`src/rtl/rtc_pkg.sv`:
```
// Shared definitions for the RTC access scheduler: FSM state encodings,
// RTC register map, hour-byte layout and burst index helpers.
package rtc_pkg;

    typedef enum logic [2:0] {
        ST_IDLE,
        ST_RD,
        ST_WR,
        ST_GAP,
        ST_EDIT
    } sched_state_t;

    typedef enum logic [1:0] {
        TX_IDLE,
        TX_REQ,
        TX_GAP
    } txn_state_t;

    localparam logic [7:0] RTC_ADDR_SEC  = 8'h21;
    localparam logic [7:0] RTC_ADDR_MIN  = 8'h22;
    localparam logic [7:0] RTC_ADDR_HOUR = 8'h23;

    localparam int HOUR_FMT_BIT  = 7;
    localparam int HOUR_AMPM_BIT = 6;

    localparam logic [1:0] IDX_SEC  = 2'd0;
    localparam logic [1:0] IDX_MIN  = 2'd1;
    localparam logic [1:0] IDX_HOUR = 2'd2;

    // Register address for a burst index (sec, min, hour).
    function automatic logic [7:0] idx_addr(input logic [1:0] idx);
        case (idx)
            IDX_SEC: return RTC_ADDR_SEC;
            IDX_MIN: return RTC_ADDR_MIN;
            default: return RTC_ADDR_HOUR;
        endcase
    endfunction

endpackage

```
`src/rtl/rtc_bus_txn.sv`:
```
// Single RTC bus transaction engine: registers address/direction/data at
// issue, holds bus_req until bus_ack, then forces one idle GAP cycle.
// Optional ack timeout is enabled by defining RTC_SCHED_TIMEOUT_EN.
module rtc_bus_txn #(
    parameter int TIMEOUT_CYCLES = 255
) (
    input  logic       clk,
    input  logic       reset,
    input  logic       issue,
    input  logic       issue_we,
    input  logic [7:0] issue_addr,
    input  logic [7:0] issue_wdata,
    input  logic       bus_ack,
    output logic       bus_req,
    output logic       bus_we,
    output logic [7:0] bus_addr,
    output logic [7:0] bus_wdata,
    output logic       done,
    output logic       timeout
);
    import rtc_pkg::*;

    txn_state_t tstate;

    // A transaction completes in the cycle its ack is seen.
    assign done = (tstate == TX_REQ) && bus_ack;

    // Request/ack handshake; a new issue is accepted from IDLE or the GAP cycle.
    always_ff @(posedge clk) begin
        if (!reset) begin
            tstate    <= TX_IDLE;
            bus_req   <= 1'b0;
            bus_we    <= 1'b0;
            bus_addr  <= 8'h00;
            bus_wdata <= 8'h00;
        end else begin
            case (tstate)
                TX_IDLE, TX_GAP: begin
                    if (issue) begin
                        bus_req   <= 1'b1;
                        bus_we    <= issue_we;
                        bus_addr  <= issue_addr;
                        bus_wdata <= issue_wdata;
                        tstate    <= TX_REQ;
                    end else begin
                        tstate <= TX_IDLE;
                    end
                end
                TX_REQ: begin
                    if (bus_ack || timeout) begin
                        bus_req <= 1'b0;
                        tstate  <= TX_GAP;
                    end
                end
                default: begin
                    bus_req <= 1'b0;
                    tstate  <= TX_IDLE;
                end
            endcase
        end
    end

`ifdef RTC_SCHED_TIMEOUT_EN
    localparam int TO_W = $clog2(TIMEOUT_CYCLES + 1);

    logic [TO_W-1:0] wait_cnt;

    // Cycles spent with bus_req high; every transaction is separated by a low cycle.
    always_ff @(posedge clk) begin
        if (!reset || !bus_req) begin
            wait_cnt <= '0;
        end else begin
            wait_cnt <= wait_cnt + 1'b1;
        end
    end

    // Give up on the final allowed cycle so bus_req is high exactly TIMEOUT_CYCLES cycles.
    assign timeout = bus_req && !bus_ack && (wait_cnt == TO_W'(TIMEOUT_CYCLES - 1));
`else
    logic [31:0] unused_timeout_cycles;

    assign unused_timeout_cycles = TIMEOUT_CYCLES;
    assign timeout = 1'b0;
`endif

endmodule

```
`src/rtl/rtc_access_sched.sv`:
```
// RTC access scheduler: arbitrates periodic refresh read bursts and editor
// write-back bursts over one register-bus master, owns the displayed time
// snapshot and the editor enable. Ack timeout/err via RTC_SCHED_TIMEOUT_EN.
module rtc_access_sched #(
    parameter int REFRESH_CYCLES = 1000000,
    parameter int TIMEOUT_CYCLES = 255
) (
    input  logic       clk,
    input  logic       reset,
    input  logic       edit_req,
    input  logic       commit,
    input  logic [7:0] HC,
    input  logic [7:0] MC,
    input  logic [7:0] SC,
    input  logic       AmPm,
    output logic       EN,
    output logic [7:0] H,
    output logic [7:0] M,
    output logic [7:0] S,
    output logic       ampm,
    output logic       format,
    output logic       busy,
    output logic       err,
    output logic       bus_req,
    output logic       bus_we,
    output logic [7:0] bus_addr,
    output logic [7:0] bus_wdata,
    input  logic       bus_ack,
    input  logic [7:0] bus_rdata
);
    import rtc_pkg::*;

    localparam int CNT_W = $clog2(REFRESH_CYCLES);

    sched_state_t     state;
    logic [CNT_W-1:0] refresh_cnt;
    logic [1:0]       idx;
    logic             burst_we;
    logic             boot;
    logic [5:0]       sh_sec;
    logic [5:0]       sh_min;

    logic             refresh_due;
    logic             issue;
    logic             issue_we;
    logic [1:0]       issue_idx;
    logic [7:0]       issue_addr;
    logic [7:0]       issue_wdata;
    logic             done;
    logic             timeout;
    logic             unused_edit_bits;

    // Write byte for a burst index; the hour byte keeps the 12/24 flag last read.
    function automatic logic [7:0] wr_byte(input logic [1:0] i, input logic [5:0] sec,
                                           input logic [5:0] min, input logic [4:0] hr,
                                           input logic ap, input logic fmt);
        logic [7:0] b;
        b = 8'h00;
        case (i)
            IDX_SEC: b[5:0] = sec;
            IDX_MIN: b[5:0] = min;
            default: begin
                b[4:0]          = hr;
                b[HOUR_AMPM_BIT] = ap;
                b[HOUR_FMT_BIT]  = fmt;
            end
        endcase
        return b;
    endfunction

    assign refresh_due      = (refresh_cnt == CNT_W'(REFRESH_CYCLES - 1));
    assign unused_edit_bits = ^{HC[7:5], MC[7:6], SC[7:6]};

    // Decide when the next transaction is launched and which register it targets.
    always_comb begin
        issue     = 1'b0;
        issue_we  = 1'b0;
        issue_idx = IDX_SEC;
        case (state)
            ST_IDLE: issue = boot || (!edit_req && refresh_due);
            ST_EDIT: begin
                issue    = commit;
                issue_we = commit;
            end
            ST_GAP: begin
                if (idx != IDX_HOUR) begin
                    issue     = 1'b1;
                    issue_we  = burst_we;
                    issue_idx = idx + 2'd1;
                end else begin
                    // A finished write burst is followed by a verify read from sec.
                    issue = burst_we;
                end
            end
            default: ;
        endcase
    end

    assign issue_addr  = idx_addr(issue_idx);
    assign issue_wdata = wr_byte(issue_idx, SC[5:0], MC[5:0], HC[4:0], AmPm, format);

    rtc_bus_txn #(
        .TIMEOUT_CYCLES(TIMEOUT_CYCLES)
    ) u_txn (
        .clk        (clk),
        .reset      (reset),
        .issue      (issue),
        .issue_we   (issue_we),
        .issue_addr (issue_addr),
        .issue_wdata(issue_wdata),
        .bus_ack    (bus_ack),
        .bus_req    (bus_req),
        .bus_we     (bus_we),
        .bus_addr   (bus_addr),
        .bus_wdata  (bus_wdata),
        .done       (done),
        .timeout    (timeout)
    );

    // Burst sequencing, refresh timing, editor handshake and snapshot update.
    always_ff @(posedge clk) begin
        if (!reset) begin
            state       <= ST_IDLE;
            refresh_cnt <= '0;
            idx         <= IDX_SEC;
            burst_we    <= 1'b0;
            boot        <= 1'b1;
            sh_sec      <= 6'd0;
            sh_min      <= 6'd0;
            EN          <= 1'b0;
            H           <= 8'h00;
            M           <= 8'h00;
            S           <= 8'h00;
            ampm        <= 1'b0;
            format      <= 1'b0;
            busy        <= 1'b0;
            err         <= 1'b0;
        end else begin
            case (state)
                ST_IDLE: begin
                    if (boot || (!edit_req && refresh_due)) begin
                        boot        <= 1'b0;
                        state       <= ST_RD;
                        idx         <= IDX_SEC;
                        burst_we    <= 1'b0;
                        refresh_cnt <= '0;
                        busy        <= 1'b1;
                    end else if (edit_req) begin
                        state <= ST_EDIT;
                        EN    <= 1'b1;
                    end else begin
                        refresh_cnt <= refresh_cnt + 1'b1;
                    end
                end
                ST_EDIT: begin
                    if (commit) begin
                        EN       <= 1'b0;
                        state    <= ST_WR;
                        idx      <= IDX_SEC;
                        burst_we <= 1'b1;
                        busy     <= 1'b1;
                    end else if (!edit_req) begin
                        // Any refresh that fell due while editing is dropped.
                        EN          <= 1'b0;
                        state       <= ST_IDLE;
                        refresh_cnt <= '0;
                    end
                end
                ST_RD, ST_WR: begin
                    if (timeout) begin
                        state <= ST_IDLE;
                        idx   <= IDX_SEC;
                        busy  <= 1'b0;
                        err   <= 1'b1;
                    end else if (done) begin
                        state <= ST_GAP;
                        if (state == ST_RD) begin
                            case (idx)
                                IDX_SEC: sh_sec <= bus_rdata[5:0];
                                IDX_MIN: sh_min <= bus_rdata[5:0];
                                default: begin
                                    // Publish the whole snapshot at once on the hour ack.
                                    S      <= {2'b00, sh_sec};
                                    M      <= {2'b00, sh_min};
                                    H      <= {3'b000, bus_rdata[4:0]};
                                    ampm   <= bus_rdata[HOUR_AMPM_BIT];
                                    format <= bus_rdata[HOUR_FMT_BIT];
                                end
                            endcase
                        end
                    end
                end
                ST_GAP: begin
                    if (idx != IDX_HOUR) begin
                        idx   <= idx + 2'd1;
                        state <= burst_we ? ST_WR : ST_RD;
                    end else if (burst_we) begin
                        idx      <= IDX_SEC;
                        burst_we <= 1'b0;
                        state    <= ST_RD;
                    end else begin
                        idx  <= IDX_SEC;
                        busy <= 1'b0;
                        if (edit_req) begin
                            state <= ST_EDIT;
                            EN    <= 1'b1;
                        end else begin
                            state <= ST_IDLE;
                        end
                    end
                end
                default: begin
                    state <= ST_IDLE;
                    busy  <= 1'b0;
                end
            endcase
        end
    end

endmodule

```
`config.mk`:
```
export PLATFORM = sky130hd
export DESIGN_NAME = rtc_access_sched
export DESIGN_NICKNAME = d
export VERILOG_FILES = /design/src/rtl/rtc_pkg.sv /design/src/rtl/rtc_bus_txn.sv /design/src/rtl/rtc_access_sched.sv
export SDC_FILE = /design/constraint.sdc
export NUM_CORES = 1
export LEC_CHECK = 0
export BUFFER_PORTS_ARGS = -buffer_cell sky130_fd_sc_hd__clkbuf_2
export CORE_MARGIN = 5
export CORE_UTILIZATION = 54
export DETAILED_ROUTE_END_ITERATION = 7
export PLACE_DENSITY = 0.79
export SYNTH_ARGS = -nofsm -noshare
export SYNTH_HDL_FRONTEND = slang
export SYNTH_SLANG_ARGS = --single-unit
```
`constraint.sdc`:
```
create_clock -name clk -period 5.78 [get_ports clk]
set_clock_uncertainty 0.15 [all_clocks]
set_input_delay 0.289 -clock clk [delete_from_list [all_inputs] [get_ports clk]]
set_output_delay 0.289 -clock clk [all_outputs]
set_load 0.02 [all_outputs]
```
==> impl_metrics.yaml <==
layout:
  fillers: 572
  diodes: 0
  areaGrowthSynthToFinish_pct: 12.64
  fin_nets: 525
  post-route-util: 0.6320
  layout-drive-gt1-share: 0.1943
synth:
  yosysTopAreaCellShare: 0.4167
  synthCells: 430
  synth_edf_count: 0
  syn_area_um2: 3603
  ys_warn_count: 0
  async_flop_share: 0
  ys_ff_latch: 75
  synth.most_common_cell: "nand2_1"
  seq_area_frac_synth: 0.4167
  syn_avg_cell_area_um2: 8.380
  synth_top_area_cell: "dfxtp_1"
  ys_types: 56
  synthTopCellsByArea: "dfxtp_1 42%, nand2_1 8.8%, mux2i_1 7.2%"
  synth_flop_cell: "dfxtp_1"
  synthTopCellsByCount: "84 x nand2_1, 75 x dfxtp_1, 37 x a21oi_1, 26 x mux2i_1, 25 x nand3_1"
global_routing:
  grt_pass1_vias: 2906
  grt_overflow: 0
  grt_max_degree: 38
  grt_pass1_wl_mm: 13.59
  grt_usage: 0.1964
  grt_antenna_before_repair: 0
sta:
  rsz0062_at_grt: "no"
  tightest_slew_ps: 872.3
  fmax_ghz: 0.3656
  period_minus_slack_ps: 2735
  finalSetupViolations: 0
  tns_ps: 0
  slew_headroom: 0.4145
  fin_crit_sh: 0.4732
  layout_setup_ws_ps: 3045
  slew_violations: 0
  hold_violations: 0
placed_design:
  io_buffer_count: 64
  dp_worst_setup_slack_ps: 2950
  post-dp-hpwl_mm: 5.505
  gp_congestion: 0.8441
detailed_routing:
  ant_nets: 0
  drtIter0Drc: 162
  wl_per_cell_um: 13.96
  drcViolationCount: 0
  vias: 3136
  drt_pass1_iterations: 7
  drt_wl_total_mm: 7.899
  vias_per_cell: 5.541
floorplan:
  placementRows: 29
  start_util: 0.5611
  die_width_um: 91.69
  coreArea_um2: 6422
  die_area_um2: 8407
  fp.dieH_um: 91.69
  io_pins: 85
setup_path:
  worst_setup_path_start_kind: "flop"
  crit_type: "flop to flop"
  crit_required_ps: 5880
  r2r_cells: 9
  path_max_fanout: 13
  slowest_delay_ps: 640
  cp_cell_sequence: "inv_1 > nand2_1 > inv_1 > ha_1 > nand3b_1 > a21oi_1 > o22ai_1 > nand2_1 > mux2_2"
  crit_path_end_kind: "flop"
  cp_slowest_cell: "dfxtp_1"
  cp_data_arrival_time_ps: 2840
power:
  leakage_nw: 1.748
  p_int_mw: 0.7510
  power_frac_clock: 0.365
  swShare: 0.3045
  combPwrFrac: 0.127
  power.switching_mw: 0.3288
  p_seq_frac: 0.508
  ir_drop_uv: 179.3
  power.density_nw_per_um2: 266.0
cts:
  cts_resized: 0
  postCtsSetupBuffers: 0
  clock_sinks: 75
  cts-root-buf: "clkbuf_8"
  cts_buffer_depth: 2
  path_clk_slew_ps: 90
  clk-insertion-delay-late_ps: 360
  cts_buffers: 9
  h-tree-depth: 3
  cts_tree: "yes"
worst_hold_path:
  holdCritPathClass: "input port to flop"
  holdPathStages: 3
status:
  status: "finished clean"
flow_run:
  maxCapViolations: 0
[registers in the layout (all words and copies together), names as in the netlist, 2 cells and up]
signal and flops:
refresh_cnt 20, u_txn.bus_wdata 8, M 6, S 6
sh_min 6, sh_sec 6, H 5, state 3
u_txn.bus_addr 3, idx 2, u_txn.tstate 2
[kinds of logic (layout without fill, tap and decap cells)]
family,count (synthesis),count (layout),synth area share
AOI/OAI and AO/OA,93,93,0.1656
adders and majority gates,3,3,0.01042
buffers and inverters,50,97,0.07812
DFF,75,75,0.4167
muxes,27,27,0.07535
other,1,13,0.001041
and+or+nand+nor,181,181,0.2528
[cell usage in the layout (no fill, tap or decap), types with 10 or more instances in the layout]
cell,Yosys,layout
clkbuf_2,0,64
a21o_1,14,14
mux2i_1,26,26
a21oi_1,37,37
nand3_1,25,25
nand2_1,84,84
dfxtp_1,75,75
nor2_1,21,21
o211ai_1,10,10
conb_1,1,13
inv_1,12,12
o21ai_0,12,12
[routing by layer]
metal	global-route usage	routed length (um)
met2	0.3159	3749
met1	0.2563	3535
met5	0	0
met3	0.04010	489
met4	0.08540	125
[path summary, 6_finish.rpt]
check | start | end | slack, ps
setup / recovery | idx[0] | u_txn.bus_we | 3040
setup reg to reg | idx[0] | u_txn.bus_we | 3040
hold reg to reg | sh_sec[1] | S[1] | 310
hold / removal | AmPm | u_txn.bus_wdata[6] | 20
[layout make-up]
class / instances / area (um2) / area share
sequential: 75 / 1501 / 0.3699
tap: 77 / 96.34 / 0.02374
clock inverter: 7 / 65.06 / 0.01603
inverter: 13 / 48.80 / 0.01202
clock buffer: 9 / 123.9 / 0.03052
multi-input combinational: 317 / 1866 / 0.4596
timing repair buffer: 68 / 357.8 / 0.08816
[worst max-delay path, delay by kind of cell (launching register included)]
family	cells	cell delay [ps]
adders and majority gates	1	160
DFF	1	640
AOI/OAI and AO/OA	2	250
and+or+nand+nor	3	800
buffers and inverters	2	220
muxes	1	410
[through the flow]
stage / hold slack (ps) / total power, mW / std cells / area [um2]
2_1_floorplan: 275.0 / 0.6666 / 442 / 3649
3_3_place_gp: 288.5 / 0.6917 / 547 / 3840
3_5_place_dp: 292.2 / 0.6954 / 547 / 3840
4_1_cts: 0.4892 / 1.089 / 566 / 4059
5_1_grt: 23.62 / 1.126 / 566 / 4059
6_report: 17.54 / 1.080 / 566 / 4059
[power by group through the flow]
| stage | sequential (mW) | clock (mW) | combinational (mW) |
|---|---|---|---|
| floorplan | 0.566 | 0 | 0.101 |
| global placement | 0.560 | 0 | 0.132 |
| detailed placement | 0.560 | 0 | 0.135 |
| CTS | 0.549 | 0.403 | 0.137 |
| global route | 0.552 | 0.422 | 0.151 |
| finish | 0.549 | 0.394 | 0.137 |
[repair_timing]
item	4_1_cts	5_1_grt
endpoints found under the hold margin	3	0
endpoints found under the setup margin	0	0
hold buffers	3	0
(Power assumes the default switching activity.)
